## config.mk

```make
export PLATFORM = sky130hd
export DESIGN_NAME = de2_flash_cmd_sequencer
export DESIGN_NICKNAME = d
export VERILOG_FILES = /design/src/rtl/de2_flash_cmd_sequencer.sv
export SDC_FILE = /design/constraint.sdc
export NUM_CORES = 1
export LEC_CHECK = 0
export CORE_MARGIN = 4
export CORE_UTILIZATION = 30
export CTS_CLUSTER_SIZE = 8
export DETAILED_ROUTE_END_ITERATION = 8
export PLACE_DENSITY = 0.6
export SYNTH_ARGS = -nofsm -noshare
export SYNTH_HDL_FRONTEND = slang
export SYNTH_SLANG_ARGS = --single-unit
```

## constraint.sdc

```tcl
create_clock -name clk -period 2.8 [get_ports clk]
set_clock_uncertainty 0.2 [all_clocks]
set_input_delay 0.84 -clock clk [delete_from_list [all_inputs] [get_ports clk]]
set_output_delay 0.84 -clock clk [all_outputs]
set_load 0.005 [all_outputs]
```

## src/rtl/de2_flash_cmd_sequencer.sv

```systemverilog
// Host command sequencer for the DE2 parallel NOR flash: expands read,
// program-byte, sector-erase and chip-erase requests into the JEDEC unlock
// write sequences, then polls DQ7/DQ5 until the embedded algorithm finishes.
// Optional build macro: FLASH_CMD_TIMEOUT_EN bounds the number of status
// reads per command to POLL_LIMIT (aborting with cmd_error=1 once reached).
module de2_flash_cmd_sequencer #(
  parameter logic [23:0] POLL_LIMIT = 24'd12_000_000
) (
  input  logic        clk,
  input  logic        rst_n,
  input  logic [1:0]  cmd,
  input  logic [21:0] cmd_addr,
  input  logic [7:0]  cmd_data,
  input  logic        cmd_req,
  output logic        cmd_busy,
  output logic        cmd_done,
  output logic        cmd_error,
  output logic [7:0]  rd_data,
  output logic [21:0] m_address,
  output logic [7:0]  m_to_mem,
  output logic        m_wren,
  output logic        m_req,
  input  logic [7:0]  m_from_mem,
  input  logic        m_ready
);

  localparam int unsigned AW = 22;
  localparam int unsigned DW = 8;
  localparam int unsigned SW = 3;

  localparam logic [1:0] CMD_READ = 2'b00;
  localparam logic [1:0] CMD_PROG = 2'b01;
  localparam logic [1:0] CMD_SECT = 2'b10;
  localparam logic [1:0] CMD_CHIP = 2'b11;

  localparam logic [AW-1:0] ADDR_AAA = 22'h000AAA;
  localparam logic [AW-1:0] ADDR_555 = 22'h000555;

  typedef enum logic [3:0] {
    IDLE, ISSUE, WAIT, POLL_ISSUE, POLL_WAIT,
    RECHECK_ISSUE, RECHECK_WAIT, ABORT_ISSUE, ABORT_WAIT, DONE
  } state_t;

  state_t        state;
  logic [1:0]    cmd_q;
  logic [AW-1:0] addr_q;
  logic [DW-1:0] data_q;
  logic [SW-1:0] step;

  logic [AW-1:0] step_addr_c;
  logic [DW-1:0] step_data_c;
  logic          step_wren_c;
  logic          last_step_c;
  logic          exp_dq7_c;

`ifdef FLASH_CMD_TIMEOUT_EN
  localparam int unsigned PW = 24;
  logic [PW-1:0] poll_cnt;
`else
  logic unused_poll_limit;
  assign unused_poll_limit = ^POLL_LIMIT;
`endif

  // Bus cycle for the current step of the latched command's write/read sequence
  always_comb begin
    step_addr_c = addr_q;
    step_data_c = data_q;
    step_wren_c = 1'b1;
    last_step_c = 1'b0;
    unique case (cmd_q)
      CMD_READ: begin
        step_wren_c = 1'b0;
        last_step_c = 1'b1;
      end
      CMD_PROG: begin
        case (step)
          3'd0:    begin step_addr_c = ADDR_AAA; step_data_c = 8'hAA; end
          3'd1:    begin step_addr_c = ADDR_555; step_data_c = 8'h55; end
          3'd2:    begin step_addr_c = ADDR_AAA; step_data_c = 8'hA0; end
          default: last_step_c = 1'b1;
        endcase
      end
      CMD_SECT, CMD_CHIP: begin
        case (step)
          3'd0:    begin step_addr_c = ADDR_AAA; step_data_c = 8'hAA; end
          3'd1:    begin step_addr_c = ADDR_555; step_data_c = 8'h55; end
          3'd2:    begin step_addr_c = ADDR_AAA; step_data_c = 8'h80; end
          3'd3:    begin step_addr_c = ADDR_AAA; step_data_c = 8'hAA; end
          3'd4:    begin step_addr_c = ADDR_555; step_data_c = 8'h55; end
          default: begin
            last_step_c = 1'b1;
            step_addr_c = (cmd_q == CMD_CHIP) ? ADDR_AAA : addr_q;
            step_data_c = (cmd_q == CMD_CHIP) ? 8'h10 : 8'h30;
          end
        endcase
      end
    endcase
  end

  // Completed embedded algorithm drives DQ7 to the true data bit (program) or 1 (erase)
  always_comb begin
    exp_dq7_c = (cmd_q == CMD_PROG) ? data_q[7] : 1'b1;
  end

  // Command FSM with registered host and flash-port outputs
  always_ff @(posedge clk) begin
    if (!rst_n) begin
      state     <= IDLE;
      cmd_q     <= 2'b00;
      addr_q    <= '0;
      data_q    <= '0;
      step      <= '0;
      cmd_busy  <= 1'b0;
      cmd_done  <= 1'b0;
      cmd_error <= 1'b0;
      rd_data   <= '0;
      m_address <= '0;
      m_to_mem  <= '0;
      m_wren    <= 1'b0;
      m_req     <= 1'b0;
`ifdef FLASH_CMD_TIMEOUT_EN
      poll_cnt  <= '0;
`endif
    end else begin
      m_req    <= 1'b0;
      cmd_done <= 1'b0;
      case (state)
        IDLE: begin
          if (cmd_req) begin
            cmd_q     <= cmd;
            addr_q    <= cmd_addr;
            data_q    <= cmd_data;
            step      <= '0;
            cmd_busy  <= 1'b1;
            cmd_error <= 1'b0;
`ifdef FLASH_CMD_TIMEOUT_EN
            poll_cnt  <= '0;
`endif
            state     <= ISSUE;
          end
        end
        ISSUE: begin
          m_address <= step_addr_c;
          m_to_mem  <= step_data_c;
          m_wren    <= step_wren_c;
          m_req     <= 1'b1;
          state     <= WAIT;
        end
        WAIT: begin
          if (m_ready) begin
            if (!last_step_c) begin
              step  <= step + SW'(1);
              state <= ISSUE;
            end else if (cmd_q == CMD_READ) begin
              rd_data   <= m_from_mem;
              cmd_error <= 1'b0;
              cmd_done  <= 1'b1;
              cmd_busy  <= 1'b0;
              state     <= DONE;
            end else begin
              state <= POLL_ISSUE;
            end
          end
        end
        POLL_ISSUE: begin
          m_address <= addr_q;
          m_wren    <= 1'b0;
          m_req     <= 1'b1;
`ifdef FLASH_CMD_TIMEOUT_EN
          poll_cnt  <= poll_cnt + PW'(1);
`endif
          state     <= POLL_WAIT;
        end
        POLL_WAIT: begin
          if (m_ready) begin
            if (m_from_mem[7] == exp_dq7_c) begin
              cmd_error <= 1'b0;
              cmd_done  <= 1'b1;
              cmd_busy  <= 1'b0;
              state     <= DONE;
            end else if (m_from_mem[5]) begin
              state <= RECHECK_ISSUE;
`ifdef FLASH_CMD_TIMEOUT_EN
            end else if (poll_cnt >= POLL_LIMIT) begin
              state <= ABORT_ISSUE;
`endif
            end else begin
              state <= POLL_ISSUE;
            end
          end
        end
        RECHECK_ISSUE: begin
          m_address <= addr_q;
          m_wren    <= 1'b0;
          m_req     <= 1'b1;
          state     <= RECHECK_WAIT;
        end
        RECHECK_WAIT: begin
          if (m_ready) begin
            if (m_from_mem[7] == exp_dq7_c) begin
              cmd_error <= 1'b0;
              cmd_done  <= 1'b1;
              cmd_busy  <= 1'b0;
              state     <= DONE;
            end else begin
              state <= ABORT_ISSUE;
            end
          end
        end
        ABORT_ISSUE: begin
          m_address <= '0;
          m_to_mem  <= 8'hF0;
          m_wren    <= 1'b1;
          m_req     <= 1'b1;
          state     <= ABORT_WAIT;
        end
        ABORT_WAIT: begin
          if (m_ready) begin
            cmd_error <= 1'b1;
            cmd_done  <= 1'b1;
            cmd_busy  <= 1'b0;
            state     <= DONE;
          end
        end
        DONE:    state <= IDLE;
        default: state <= IDLE;
      endcase
    end
  end

endmodule

```

# == Word-level counts from Yosys, hierarchy flattened ==
# Cells that the tools add are included.
# word_totals
ff_bits,82
inputBits,44
output_inout_bits,43
wordCells,112
# classes
n_addsub,1
eq_ne,26
n_mux,50
n_reduce_logical,22
# ops
op,n
$pmux W22 S2,3
$pmux W22 S3,1
$pmux W8 S3,2
$mux W4,9
$pmux W4 S9,1
$pmux W8 S2,2
$mux W22,1
$mux W1,20
$eq A4 B3 Y1 const B,4
$ne A2 B2 Y1 const B,8
$mux W3,4
$reduce_or A2 Y1,6
$pmux W1 S3,3
$eq A4 B2 Y1 const B,2
$pmux W1 S4,2
$reduce_and A4 Y1,2
$reduce_and A8 Y1,1
$eq A3 B2 Y1 const B,2
$mux W6,1
$pmux W3 S2,1
$reduce_or A3 Y1,2
$reduce_and A5 Y1,1
$reduce_or A5 Y1,1
$eq A2 B2 Y1 const B,2
other kinds (16),18

# == Depth between registers and ports, before layout ==
# depth
depth_word,7
ltp_mapped,8
ltp_nobuf,6

# == Least setup slack after synthesis ==
# Ideal clock, no wire load.
# synth_timing
path_kind,register to register
startpoint,register step[0]
endpoint,register m_address[0]
setup_time_ps,122
arrival_time_ps,1974
required_ps,2478
setup_slack_ps,504
stages_incl_launch_ff,9
path_buffers,2
period_less_slack_ps,2296
path_cell_list,dfxtp_1 -> clkbuf_1 -> inv_1 -> ha_1 -> clkbuf_1 -> and3_1 -> a31o_2 -> and2_1 -> a221o_1
# synth_between
elab_chain_cells,5
elab_cells_between_ends,12
classes_between,eq/ne: 4; mux: 4; reduce/logical: 4
# synth_rtl
item,line,source
start: declaration,48,logic [SW-1:0] step;
start signal: assignment,152,step <= step + SW'(1);
$eq A3 B2 Y1 (tied with other cells),84,case (step)
$reduce_or A3 Y1 (no line) / $reduce_or A2 Y1 (equally long branches),-,
$pmux W22 S2 (on tied branches),"84, 76",
$pmux W22 S2 *,70,unique case (cmd_q)
$pmux W22 S3 *,127,case (state)
end signal: assignment,143,m_address <= step_addr_c;
end signal: assignment,166,m_address <= addr_q;
end signal: assignment,193,m_address <= addr_q;
end: declaration,19,"output logic [21:0] m_address,"
# Every way passes the cells marked *; elsewhere a longest branch is shown, timed or not.
# A chain may end at the register's enable or synchronous reset.

# == Worst setup path after layout ==
# layout_timing
startpoint,register step[0]
endpoint,register m_address[9]
# Same word-level chain as after synthesis.

==> key figures <==
Place
  • Placed cell count: 714
  • Routability cong.: 0.8737
  • Detailed Place HPWL: 8756 um
  • Port Buffers: 86

Synthesis
  • Mapped Cells: 474
  • Top post-synthesis cells by area: sky130_fd_sc_hd__dfxtp_1 42%, sky130_fd_sc_hd__nand2_1 7.1%, sky130_fd_sc_hd__a21oi_1 6.4%, sky130_fd_sc_hd__nor2_1 3.0%, sky130_fd_sc_hd__a31oi_1 2.9%
  • Post-Syn Area: 3921 um2
  • Post-synthesis cell type with the largest combined area: sky130_fd_sc_hd__dfxtp_1
  • Share of the synthesized area in the top cell type: 41.86%
  • Yosys warnings: 0
  • Synth async-reset ratio: 0%
  • Synthesized netlist net count: 523
  • Register area share after synthesis: 41.86%
  • Register bit total from synthesis: 82
  • Synth unique cells: 60
  • Post-synth EDFFs: 0
  • Top flip-flop cell by instance count after synthesis: sky130_fd_sc_hd__dfxtp_1
  • Average cell area after synthesis: 8.273 um2

STA
  • Unrepaired setup endpoints after global routing: false
  • Total Neg Setup Slack: 0 ns
  • Least-Margin Pin Slew: 0.6797 ns
  • Worst slew slack as a fraction of its limit: 53.97%
  • Min Tclk post-route: 2.593 ns
  • Number of pins with negative max-slew slack in the final report: 0
  • Final count of hold timing violations: 0
  • Final-layout worst hold slack: 0.2552 ns
  • Max frequency: 385.7 MHz
  • Final setup fails: 0
  • Post-route fraction of the period consumed by the critical path: 92.60%

Cells and area
  • Layout Area Growth over Synthesis: 35.90%
  • Filler-free cell count of the finished design: 730
  • Final net count: 602
  • Commonest cells after routing, fill and taps aside: 86 x sky130_fd_sc_hd__clkdlybuf4s50_1, 82 x sky130_fd_sc_hd__dfxtp_1, 74 x sky130_fd_sc_hd__nand2_1
  • Commonest non-fill, non-tap cell in the layout: sky130_fd_sc_hd__clkdlybuf4s50_1
  • Share of final-layout standard cells stronger than drive strength 1: 8.781%
  • Inserted Diodes: 0
  • Final-layout fill cell count: 1,323

Critical path
  • Worst reg-to-reg setup slack: 0.21 ns
  • Crit path DAT: 2.61 ns
  • Kind of start point of the critical path: register
  • Worst R2R Path Depth: 5
  • Cell Chain, Critical Path: ha_1, nor4bb_1, a2111o_1, o21ai_1, a221o_1
  • CP max stage delay: 0.63 ns
  • Worst EP required: 2.82 ns
  • Nature of the critical path endpoint: register
  • Worst setup path category: reg -> reg
  • Worst path slowest cell: sky130_fd_sc_hd__dfxtp_1
  • Largest fanout on the critical path: 15

Routing
  • Final ANT Viol Nets: 0
  • Wire length on met3: 707 um
  • Total number of vias: 3,765
  • Total routed wirelength: 11,630 um
  • Starting DRC count in detailed routing: 231
  • Routed length per placed instance: 15.93 um
  • M1 WL: 5434 um
  • Routed wire length on met2: 5261 um
  • DRT Pass-1 Iters: 5
  • Ratio of routed vias to standard cells: 5.158
  • Uppermost layer routed: met4
  • Number of remaining DRC errors: 0

Global route
  • Pin count of the biggest net entering global routing: 36
  • First-pass GRT wire length: 18,820 um
  • GRT Resource Usage Total: 15.85%
  • Total gr overflow: 0
  • Initial antenna violation count: 0
  • Vias in the first global route: 3,753

Die
  • Die Ht: 122.3 um
  • Std-Cell Core Area: 12,720 um2
  • Io pins: 87
  • Die X: 122.3 um
  • Die Footprint: 14,960 um2
  • Row Count: 41
  • Initial core utilization: 30.82%

Clock tree
  • # Post-CTS Setup Buffers: 0
  • Clock transition at the register clock pins on the worst setup and hold paths after CTS: 0.06 ns
  • Total CTS buffers: 9
  • Number of gates resized after CTS: 0
  • CTS tree: built
  • Buffer depth of the longest clock path: 2
  • Clk Latency, worst-skew pair: 0.34 ns
  • Post-cts hold buffer count: 0
  • Number of clock sinks: 82
  • H-tree depth: 3
  • Buffer type at the clock tree root: sky130_fd_sc_hd__clkbuf_16

Run status
  • Run status: finished, final reports clean

Worst hold path
  • Cell count of the worst hold path: 2
  • Hold Crit Class: reg -> reg

Pwr
  • Total power after layout: 2.972 mW
  • Pwr/cell area: 557.7 nW/um2
  • Leak Pwr: 1.956 nW
  • Peak VDD IR: 238.2 uV

Job
  • Number of violations of the max-capacitance limit: 0
## cell type report
type / instances / area [um2] / area share [%]
multi-input cells: 345 / 2083 / 39.09
inverters: 8 / 30.03 / 0.5635
clock buffers: 11 / 242.7 / 4.555
clock inverters: 5 / 85.08 / 1.597
well taps: 172 / 215.2 / 4.038
repair buffers: 107 / 1031 / 19.35
flip-flops and latches: 82 / 1642 / 30.81
## where the power goes
part           switching (mW)  total, mW  internal [mW]
sequential             0.0484       1.28           1.23
clock                   0.466       1.28          0.811
combinational           0.211      0.417          0.206
total                   0.726       2.97           2.25
## sequential cells by signal, indices dropped and copies added, names as in the netlist
signal	flops
step	3
cmd_error	1
state	4
data_q	8
cmd_q	2
m_wren	1
m_to_mem	8
addr_q	22
m_req	1
rd_data	8
m_address	22
cmd_done	1
cmd_busy	1
## logic make-up after synthesis
logic type | share of synthesized area [%]
buffers and inverters | 5.010
adder cells (fa/ha/maj) | 1.595
AO/OA/AOI/OAI | 26.10
multiplexers | 2.840
XOR/XNOR | 0.6702
AND/OR/NAND/NOR | 21.92
flip-flops | 41.86
## critical path: cells and delay by family (launching register included)
kind	cells	cell delay, ns
AOI/OAI and AO/OA	3	0.90
DFF	1	0.63
and+or+nand+nor	1	0.48
adders and majority gates	1	0.27
## through the flow
step	setup slack, ns	utilization [%]	cell area (um2)
finish	0.2073	41.89	5329
global placement	0.08371	39.31	5001
detailed placement	0.04286	39.31	5001
global route	0.03123	41.89	5329
floorplan	0.5044	-	3921
CTS	0.2334	41.89	5329
## layer usage
layer | vias to the layer above | global-route usage, %
li1 | 1864 | -
met5 | - | 0
met1 | 1760 | 21.38
met4 | 0 | 5.528
met3 | 14 | 3.963
met2 | 127 | 24.67
## final timing paths
check                              start                        end
hold reg to reg   data_q[0]$_SDFFE_PN0P_     data_q[0]$_SDFFE_PN0P_
setup reg to reg    step[0]$_SDFFE_PN0P_  m_address[9]$_SDFFE_PN0P_
setup / recovery    step[0]$_SDFFE_PN0P_  m_address[9]$_SDFFE_PN0P_
hold / removal    data_q[0]$_SDFFE_PN0P_     data_q[0]$_SDFFE_PN0P_
## cell usage after synthesis (10+ instances only)
master,count
sky130_fd_sc_hd__a21oi_1,50
sky130_fd_sc_hd__a221o_1,11
sky130_fd_sc_hd__a31oi_1,18
sky130_fd_sc_hd__and2_1,11
sky130_fd_sc_hd__buf_2,10
sky130_fd_sc_hd__clkbuf_1,27
sky130_fd_sc_hd__dfxtp_1,82
sky130_fd_sc_hd__mux2i_1,10
sky130_fd_sc_hd__nand2_1,74
sky130_fd_sc_hd__nand3_1,16
sky130_fd_sc_hd__nor2_1,31
sky130_fd_sc_hd__nor2b_1,10
sky130_fd_sc_hd__o21a_1,10
sky130_fd_sc_hd__o21ai_0,15
No activity file was read; power rests on OpenSTA's default activity.
